**config.mk**
```make
export PLATFORM = sky130hd
export DESIGN_NAME = alu_issue_stage
export DESIGN_NICKNAME = d
export VERILOG_FILES = /design/src/rtl/rv32i_pkg.sv /design/src/rtl/alu_op_decode.sv /design/src/rtl/alu_issue_stage.sv
export SDC_FILE = /design/constraint.sdc
export NUM_CORES = 1
export LEC_CHECK = 0
export ABC_AREA = 1
export ABC_CLOCK_PERIOD_IN_PS = 12200
export BUFFER_PORTS_ARGS = -buffer_cell sky130_fd_sc_hd__buf_2
export CELL_PAD_IN_SITES_DETAIL_PLACEMENT = 1
export CELL_PAD_IN_SITES_GLOBAL_PLACEMENT = 1
export CORE_ASPECT_RATIO = 1.2
export CORE_MARGIN = 5
export CORE_UTILIZATION = 41
export CTS_BUF_LIST = sky130_fd_sc_hd__clkbuf_4
export DETAILED_ROUTE_END_ITERATION = 7
export HOLD_SLACK_MARGIN = 0.1
export PLACE_DENSITY_LB_ADDON = 0.08
export SLEW_MARGIN = 30
export SYNTH_ARGS = -nofsm -noshare
export SYNTH_HDL_FRONTEND = slang
export SYNTH_SLANG_ARGS = --single-unit
```
**constraint.sdc**
```tcl
create_clock -name clk_in -period 12.2 [get_ports clk_in]
set_input_delay 1.22 -clock clk_in [delete_from_list [all_inputs] [get_ports clk_in]]
set_output_delay 1.22 -clock clk_in [all_outputs]
set_load 0.03 [all_outputs]
```
**src/rtl/rv32i_pkg.sv**
```systemverilog
// Shared RV32I constants and the issue-stage buffer entry layout.
package rv32i_pkg;

  localparam logic [6:0] OPC_OP     = 7'b0110011;
  localparam logic [6:0] OPC_OP_IMM = 7'b0010011;
  localparam logic [6:0] OPC_LUI    = 7'b0110111;
  localparam logic [6:0] OPC_AUIPC  = 7'b0010111;
  localparam logic [6:0] OPC_LOAD   = 7'b0000011;
  localparam logic [6:0] OPC_STORE  = 7'b0100011;
  localparam logic [6:0] OPC_JAL    = 7'b1101111;
  localparam logic [6:0] OPC_JALR   = 7'b1100111;

  localparam logic [3:0] ALU_ADD  = 4'b0000;
  localparam logic [3:0] ALU_SUB  = 4'b1000;
  localparam logic [3:0] ALU_SLT  = 4'b0010;
  localparam logic [3:0] ALU_SLTU = 4'b0011;
  localparam logic [3:0] ALU_AND  = 4'b0111;
  localparam logic [3:0] ALU_OR   = 4'b0110;
  localparam logic [3:0] ALU_XOR  = 4'b0100;
  localparam logic [3:0] ALU_SLL  = 4'b0001;
  localparam logic [3:0] ALU_SRL  = 4'b0101;
  localparam logic [3:0] ALU_SRA  = 4'b1101;

  typedef struct packed {
    logic [31:0] op1;
    logic [31:0] op2;
    logic [3:0]  alu_opcode;
    logic [4:0]  rd;
    logic        illegal;
  } issue_entry_t;

endpackage

```
**src/rtl/alu_op_decode.sv**
```systemverilog
// Combinational operand and ALU opcode selection for one decoded instruction.
module alu_op_decode
  import rv32i_pkg::*;
(
  input  logic [6:0]   opcode_in,
  input  logic [2:0]   funct3_in,
  input  logic         funct7_5_in,
  input  logic [4:0]   rd_in,
  input  logic [31:0]  rs1_data_in,
  input  logic [31:0]  rs2_data_in,
  input  logic [31:0]  imm_in,
  input  logic [31:0]  pc_in,
  output issue_entry_t entry_out
);

  logic is_shift_s;
  assign is_shift_s = (funct3_in == 3'b001) || (funct3_in == 3'b101);

  // Operand muxing and opcode formation per instruction class
  always_comb begin
    entry_out            = '0;
    entry_out.rd         = rd_in;
    entry_out.alu_opcode = ALU_ADD;
    case (opcode_in)
      OPC_OP: begin
        entry_out.op1 = rs1_data_in;
        if (is_shift_s) entry_out.op2 = {27'd0, rs2_data_in[4:0]};
        else            entry_out.op2 = rs2_data_in;
        if ((funct3_in == 3'b000) || (funct3_in == 3'b101))
          entry_out.alu_opcode = {funct7_5_in, funct3_in};
        else
          entry_out.alu_opcode = {1'b0, funct3_in};
      end
      OPC_OP_IMM: begin
        entry_out.op1 = rs1_data_in;
        if (is_shift_s) entry_out.op2 = {27'd0, imm_in[4:0]};
        else            entry_out.op2 = imm_in;
        // Bit 30 is part of the immediate for ADDI, so only SRAI honours it
        if (funct3_in == 3'b101) entry_out.alu_opcode = {funct7_5_in, funct3_in};
        else                     entry_out.alu_opcode = {1'b0, funct3_in};
      end
      OPC_LUI: begin
        entry_out.op1 = 32'd0;
        entry_out.op2 = imm_in;
      end
      OPC_AUIPC: begin
        entry_out.op1 = pc_in;
        entry_out.op2 = imm_in;
      end
      OPC_LOAD, OPC_STORE: begin
        entry_out.op1 = rs1_data_in;
        entry_out.op2 = imm_in;
      end
      OPC_JAL, OPC_JALR: begin
        entry_out.op1 = pc_in;
        entry_out.op2 = 32'd4;
      end
      default: begin
        entry_out.op1     = 32'd0;
        entry_out.op2     = 32'd0;
        entry_out.illegal = 1'b1;
      end
    endcase
  end

endmodule

```
**src/rtl/alu_issue_stage.sv**
```systemverilog
// RV32I ALU issue stage: operand decode feeding a 2-entry skid buffer.
module alu_issue_stage
  import rv32i_pkg::*;
#(
  parameter int XLEN  = 32,
  parameter int DEPTH = 2
) (
  input  logic            clk_in,
  input  logic            rst_in,
  input  logic            flush_in,
  input  logic            valid_in,
  output logic            ready_out,
  input  logic [6:0]      opcode_in,
  input  logic [2:0]      funct3_in,
  input  logic            funct7_5_in,
  input  logic [4:0]      rd_in,
  input  logic [XLEN-1:0] rs1_data_in,
  input  logic [XLEN-1:0] rs2_data_in,
  input  logic [XLEN-1:0] imm_in,
  input  logic [XLEN-1:0] pc_in,
  output logic            valid_out,
  input  logic            ready_in,
  output logic [XLEN-1:0] op_1_out,
  output logic [XLEN-1:0] op_2_out,
  output logic [3:0]      alu_opcode_out,
  output logic [4:0]      rd_out,
  output logic            illegal_out
);

  issue_entry_t dec_s;
  issue_entry_t head_r;
  issue_entry_t tail_r;
  logic         head_vld_r;
  logic         tail_vld_r;
  logic [1:0]   count_s;
  logic         push_s;
  logic         pop_s;

  alu_op_decode u_dec (
    .opcode_in   (opcode_in),
    .funct3_in   (funct3_in),
    .funct7_5_in (funct7_5_in),
    .rd_in       (rd_in),
    .rs1_data_in (rs1_data_in),
    .rs2_data_in (rs2_data_in),
    .imm_in      (imm_in),
    .pc_in       (pc_in),
    .entry_out   (dec_s)
  );

  assign count_s   = {1'b0, head_vld_r} + {1'b0, tail_vld_r};
  assign ready_out = ({30'd0, count_s} < DEPTH[31:0]);
  assign valid_out = head_vld_r;
  assign push_s    = valid_in & ready_out;
  assign pop_s     = valid_out & ready_in;

  // Head slot drives the outputs directly so the ALU sees registered values
  assign op_1_out       = head_r.op1;
  assign op_2_out       = head_r.op2;
  assign alu_opcode_out = head_r.alu_opcode;
  assign rd_out         = head_r.rd;
  assign illegal_out    = head_r.illegal;

  // Shift-style FIFO: slot 0 is always the head, slot 1 the entry behind it
  always_ff @(posedge clk_in or posedge rst_in) begin
    if (rst_in) begin
      head_r     <= '0;
      tail_r     <= '0;
      head_vld_r <= 1'b0;
      tail_vld_r <= 1'b0;
    end else if (flush_in) begin
      head_vld_r <= 1'b0;
      tail_vld_r <= 1'b0;
    end else begin
      case ({push_s, pop_s})
        2'b10: begin
          if (!head_vld_r) begin
            head_r     <= dec_s;
            head_vld_r <= 1'b1;
          end else begin
            tail_r     <= dec_s;
            tail_vld_r <= 1'b1;
          end
        end
        2'b01: begin
          head_r     <= tail_r;
          head_vld_r <= tail_vld_r;
          tail_vld_r <= 1'b0;
        end
        2'b11: begin
          if (tail_vld_r) begin
            head_r <= tail_r;
            tail_r <= dec_s;
          end else begin
            head_r <= dec_s;
          end
        end
        default: begin
          head_vld_r <= head_vld_r;
        end
      endcase
    end
  end

endmodule

```
==> results by stage <==
Run status:
- The run finished with clean final reports.

Cells and area:
- The area added between synthesis and finish is 19.1%.
- The share of cells above drive strength 1 is 21.7%.
- The post-route cell area is 0.00945 mm².
- Fill cells in the final layout number 2,537.
- At the end of the flow, the number of nets in the layout was 1,452.

Detailed routing:
- For this block, the routed nets add up to 25,400 µm of wire.
- After the first detailed-routing iteration, the DRC count stood at 310.
- For this run, the detailed router's first-pass iteration total came to 4.
- The post-route met1 wirelength is 10,700 µm.
- The via count normalized by instance count is 5.09.
- The detailed router used layers up to and including met5.
- After detailed routing, the average wire length per cell comes to 16.2 µm.
- Once detail routing completed, the nets flagged for antenna violations numbered 0.
- The DRC violations left is 0.
- After detailed routing, the met3 layer carries 1580 µm of wire.
- The number of vias after detailed routing is 8,014.
- The met2 wire length is 12,700 µm.

CTS:
- Post-CTS repair changed the size of 0 cells.
- The buffer cell driving the clock tree root is sky130_fd_sc_hd__clkbuf_4.
- The clock tree buffer depth is 2.
- The insertion delay of the later-clocked pin in the worst-skew pair is 550 ps.
- The number of clock sinks seen by CTS is 150.
- The level count of the clock H-tree is 4.
- The CTS tree is yes.
- The CTS buffer count is 17.
- The hold buffer count at cts is 0.
- The buffers inserted during post-CTS setup optimization is 0.
- The clock edge transition at the registers on the reported setup and hold paths is 120 ps.

Synth:
- Yosys printed 0 warnings.
- The synthesized netlist occupies a cell area of 0.00793 mm².
- The count of unique library cells instantiated by Yosys is 21.
- The register area share after synthesis is 47.3%.
- The number of flops mapped to enable cells by yosys is 0.
- Counting flops and latches in the post-synthesis netlist gives 150.
- For this run, asynchronously set or reset flops after synthesis account for 100%.
- A synthesized cell averages 7.06 µm².
- Synthesis handed over a netlist of 1,123 instances.
- For this run, the leading register cell type out of synthesis is sky130_fd_sc_hd__dfrtp_1.
- The post-synth net total is 1,272.

Hold path:
- The launch point of the worst hold path is alu_opcode_out[1].
- The tightest min-delay check is of the reg2reg type.
- The worst hold path terminates at alu_opcode_out[1].
- The number of instances on the worst hold path is 2.

Worst setup path:
- Data arrives at the worst endpoint at 3540 ps.
- The launch point of the worst reg-to-reg path is tail_vld_r.
- STA classifies the critical path endpoint as a register.
- The setup slack on the worst flop-to-flop path is 9300 ps.
- The logic depth of the worst register-to-register path is 9.
- At the worst endpoint, the required time is 12,630 ps.
- STA classifies the critical path startpoint as an input pin.
- The end of the worst register-to-register path is op_2_out[18].
- The critical path is of the in2reg type.
- Of all nets on the critical path, the largest fanout is 51.

Global route:
- The first global-routing pass estimated 41,400 µm of wire.
- The number of antenna violations at the first check in global routing was 4.
- The sum of overflow across all layers after global routing is 0.
- In the global route stage, overall resource usage came out at 23.3%.
- The number of global-route vias before repair was 8,318.
- Entering global routing, the biggest net connects 91 pins.

Run:
- Max-cap violations in this run came to 0.

Placement:
- Port buffering added 224 buffers.
- Summing all placed instances gives a cell area of 0.00914 mm².
- Once detailed placement completed, the half-perimeter wirelength came to 17,400 µm.
- The congestion estimate from routability-driven global placement came to 0.798.

STA:
- Measured against its own limit, the worst slew margin works out to 52.2%.
- The setup total negative slack is 0 ps.
- The part of the cycle the worst path needs is 25.5%.
- The total setup violations reported at the end of the flow is 0.
- Hold is met by 492 ps.
- The number of hold-slack violations in the final timing report was 0.
- Static timing analysis puts the maximum clock frequency at 321 MHz.
- At the pin with the least slew margin, the transition time is 716 ps.
- The number of pins exceeding their max-slew limit in the final report is 0.
- The final clock skew is 14.4 ps.
- The final critical-path required period is 3110 ps.
- Setup repair after global routing left no endpoint under its margin.

Floorplanning:
- Once the floorplan was initialized, standard cells occupied 41.9% of the core.
- The total number of placement rows is 55.
- The core box area is 0.0189 mm².
- The number of primary I/O pins is 225.
- The die is 162 µm tall.
- The die covers 0.0222 mm².
- The width of the chip is 137 µm.

Power and ir drop:
- The power density normalized to cell area is 126 mW/mm².
- The static leakage power is 0.00526 µW.
- The overall power of the completed layout is 1190 µW.
- The highest ir drop seen on vdd is 52.1 µV.
logic make-up (layout without fill, tap and decap cells):
logic type      after synthesis  in the layout  share of synthesized area (%)
simple gates                696            696                           36.1
flops                       150            150                           47.3
compound gates              149            149                           9.43
buf+inv                     128            320                           7.13
other cells                   0              3                              0
registers in the layout, summed over array words and instances (netlist names):
signal / flops
rd_out: 5
illegal_out: 1
op_1_out: 32
alu_opcode_out: 4
tail_r: 74
tail_vld_r: 1
valid_out: 1
op_2_out: 32
how the worst max path moves through the flow:
stage | from | end | slack, ps
detailed placement | ready_in | illegal_out | 7980
finish | ready_in | illegal_out | 9090
global route | ready_in | illegal_out | 8980
CTS | ready_in | illegal_out | 8620
floorplan | rst_in | alu_opcode_out[0] | 6940
global placement | ready_in | illegal_out | 8060
Yosys cell counts, types with 2 or more instances:
library cell | instances | area (µm²)
sky130_fd_sc_hd__nand2_1 | 473 | 1780
sky130_fd_sc_hd__dfrtp_1 | 150 | 3750
sky130_fd_sc_hd__a21oi_1 | 111 | 556
sky130_fd_sc_hd__nor2_1 | 106 | 398
sky130_fd_sc_hd__nand4_1 | 56 | 350
sky130_fd_sc_hd__nand3_1 | 53 | 265
sky130_fd_sc_hd__inv_1 | 50 | 188
sky130_fd_sc_hd__o21ai_0 | 36 | 180
sky130_fd_sc_hd__buf_2 | 29 | 145
sky130_fd_sc_hd__clkbuf_1 | 29 | 109
sky130_fd_sc_hd__buf_4 | 13 | 97.6
sky130_fd_sc_hd__buf_1 | 4 | 15.0
sky130_fd_sc_hd__inv_2 | 3 | 11.3
sky130_fd_sc_hd__nand2_2 | 2 | 12.5
sky130_fd_sc_hd__nor2_2 | 2 | 12.5
power breakdown:
| group | internal, µW | leakage (µW) | switching [µW] | total (µW) |
|---|---|---|---|---|
| clock network | 121 | 0.000137 | 183 | 305 |
| registers | 558 | 0.00194 | 32.1 | 590 |
| logic | 87.7 | 0.00319 | 208 | 296 |
final cells by class:
| type | instances | area [µm²] | area share (%) |
|---|---|---|---|
| antenna | 3 | 7.51 | 0.0794 |
| clock buffer | 18 | 135 | 1.43 |
| clock inverter | 13 | 135 | 1.43 |
| inverter | 53 | 205 | 2.17 |
| multi-input combinational | 845 | 3660 | 38.7 |
| sequential | 150 | 3750 | 39.7 |
| tap | 256 | 320 | 3.39 |
| timing repair buffer | 236 | 1240 | 13.1 |
layout by cell type (no fill, tap or decap), types with 2 or more instances in the layout:
| cell type | synthesis | routed |
|---|---|---|
| sky130_fd_sc_hd__buf_2 | 29 | 224 |
| sky130_fd_sc_hd__nor2_4 | 1 | 3 |
| sky130_fd_sc_hd__dfrtp_1 | 150 | 150 |
| sky130_fd_sc_hd__clkinv_2 | 0 | 4 |
| sky130_fd_sc_hd__nand3_1 | 53 | 53 |
| sky130_fd_sc_hd__clkbuf_4 | 0 | 18 |
| sky130_fd_sc_hd__buf_4 | 13 | 9 |
| sky130_fd_sc_hd__nor2_2 | 2 | 3 |
| sky130_fd_sc_hd__clkinv_4 | 0 | 3 |
| sky130_fd_sc_hd__nand2_4 | 1 | 3 |
| sky130_fd_sc_hd__clkinvlp_4 | 0 | 4 |
| sky130_fd_sc_hd__buf_6 | 0 | 2 |
| sky130_fd_sc_hd__o21ai_0 | 36 | 36 |
| sky130_fd_sc_hd__diode_2 | 0 | 3 |
| sky130_fd_sc_hd__inv_2 | 3 | 3 |
| sky130_fd_sc_hd__nor2_1 | 106 | 103 |
| sky130_fd_sc_hd__nand2_2 | 2 | 3 |
| sky130_fd_sc_hd__nand4_1 | 56 | 56 |
| sky130_fd_sc_hd__nand2_1 | 473 | 470 |
| sky130_fd_sc_hd__inv_1 | 50 | 48 |
| sky130_fd_sc_hd__a21oi_1 | 111 | 111 |
| sky130_fd_sc_hd__bufinv_16 | 0 | 2 |
critical path, cell delays in order:
cell                      delay (ps)
sky130_fd_sc_hd__buf_2           110
sky130_fd_sc_hd__nand2_2         380
sky130_fd_sc_hd__nor2_2           80
sky130_fd_sc_hd__buf_4           230
sky130_fd_sc_hd__nor2_4          310
sky130_fd_sc_hd__buf_4           570
sky130_fd_sc_hd__inv_1           240
sky130_fd_sc_hd__o21ai_0         220
sky130_fd_sc_hd__o21ai_1         100
per-layer routing:
| layer | vias up | track usage (%) |
|---|---|---|
| met5 | - | 0 |
| met2 | 185 | 40.2 |
| met4 | 6 | 5.63 |
| met1 | 3840 | 29.1 |
| li1 | 3950 | - |
| met3 | 33 | 5.84 |
stage by stage:
| stage | utilization [%] | cells | setup slack, ps |
|---|---|---|---|
| after global routing | 49.9 | 1572 | 8980 |
| after detailed placement | 48.3 | 1539 | 7980 |
| final | 49.9 | 1574 | 9090 |
| after global placement | 48.3 | 1539 | 8060 |
| after floorplan | - | 1123 | 6940 |
| after CTS | 49.7 | 1570 | 8620 |
Note: power is estimated with default switching activity, not from simulation.
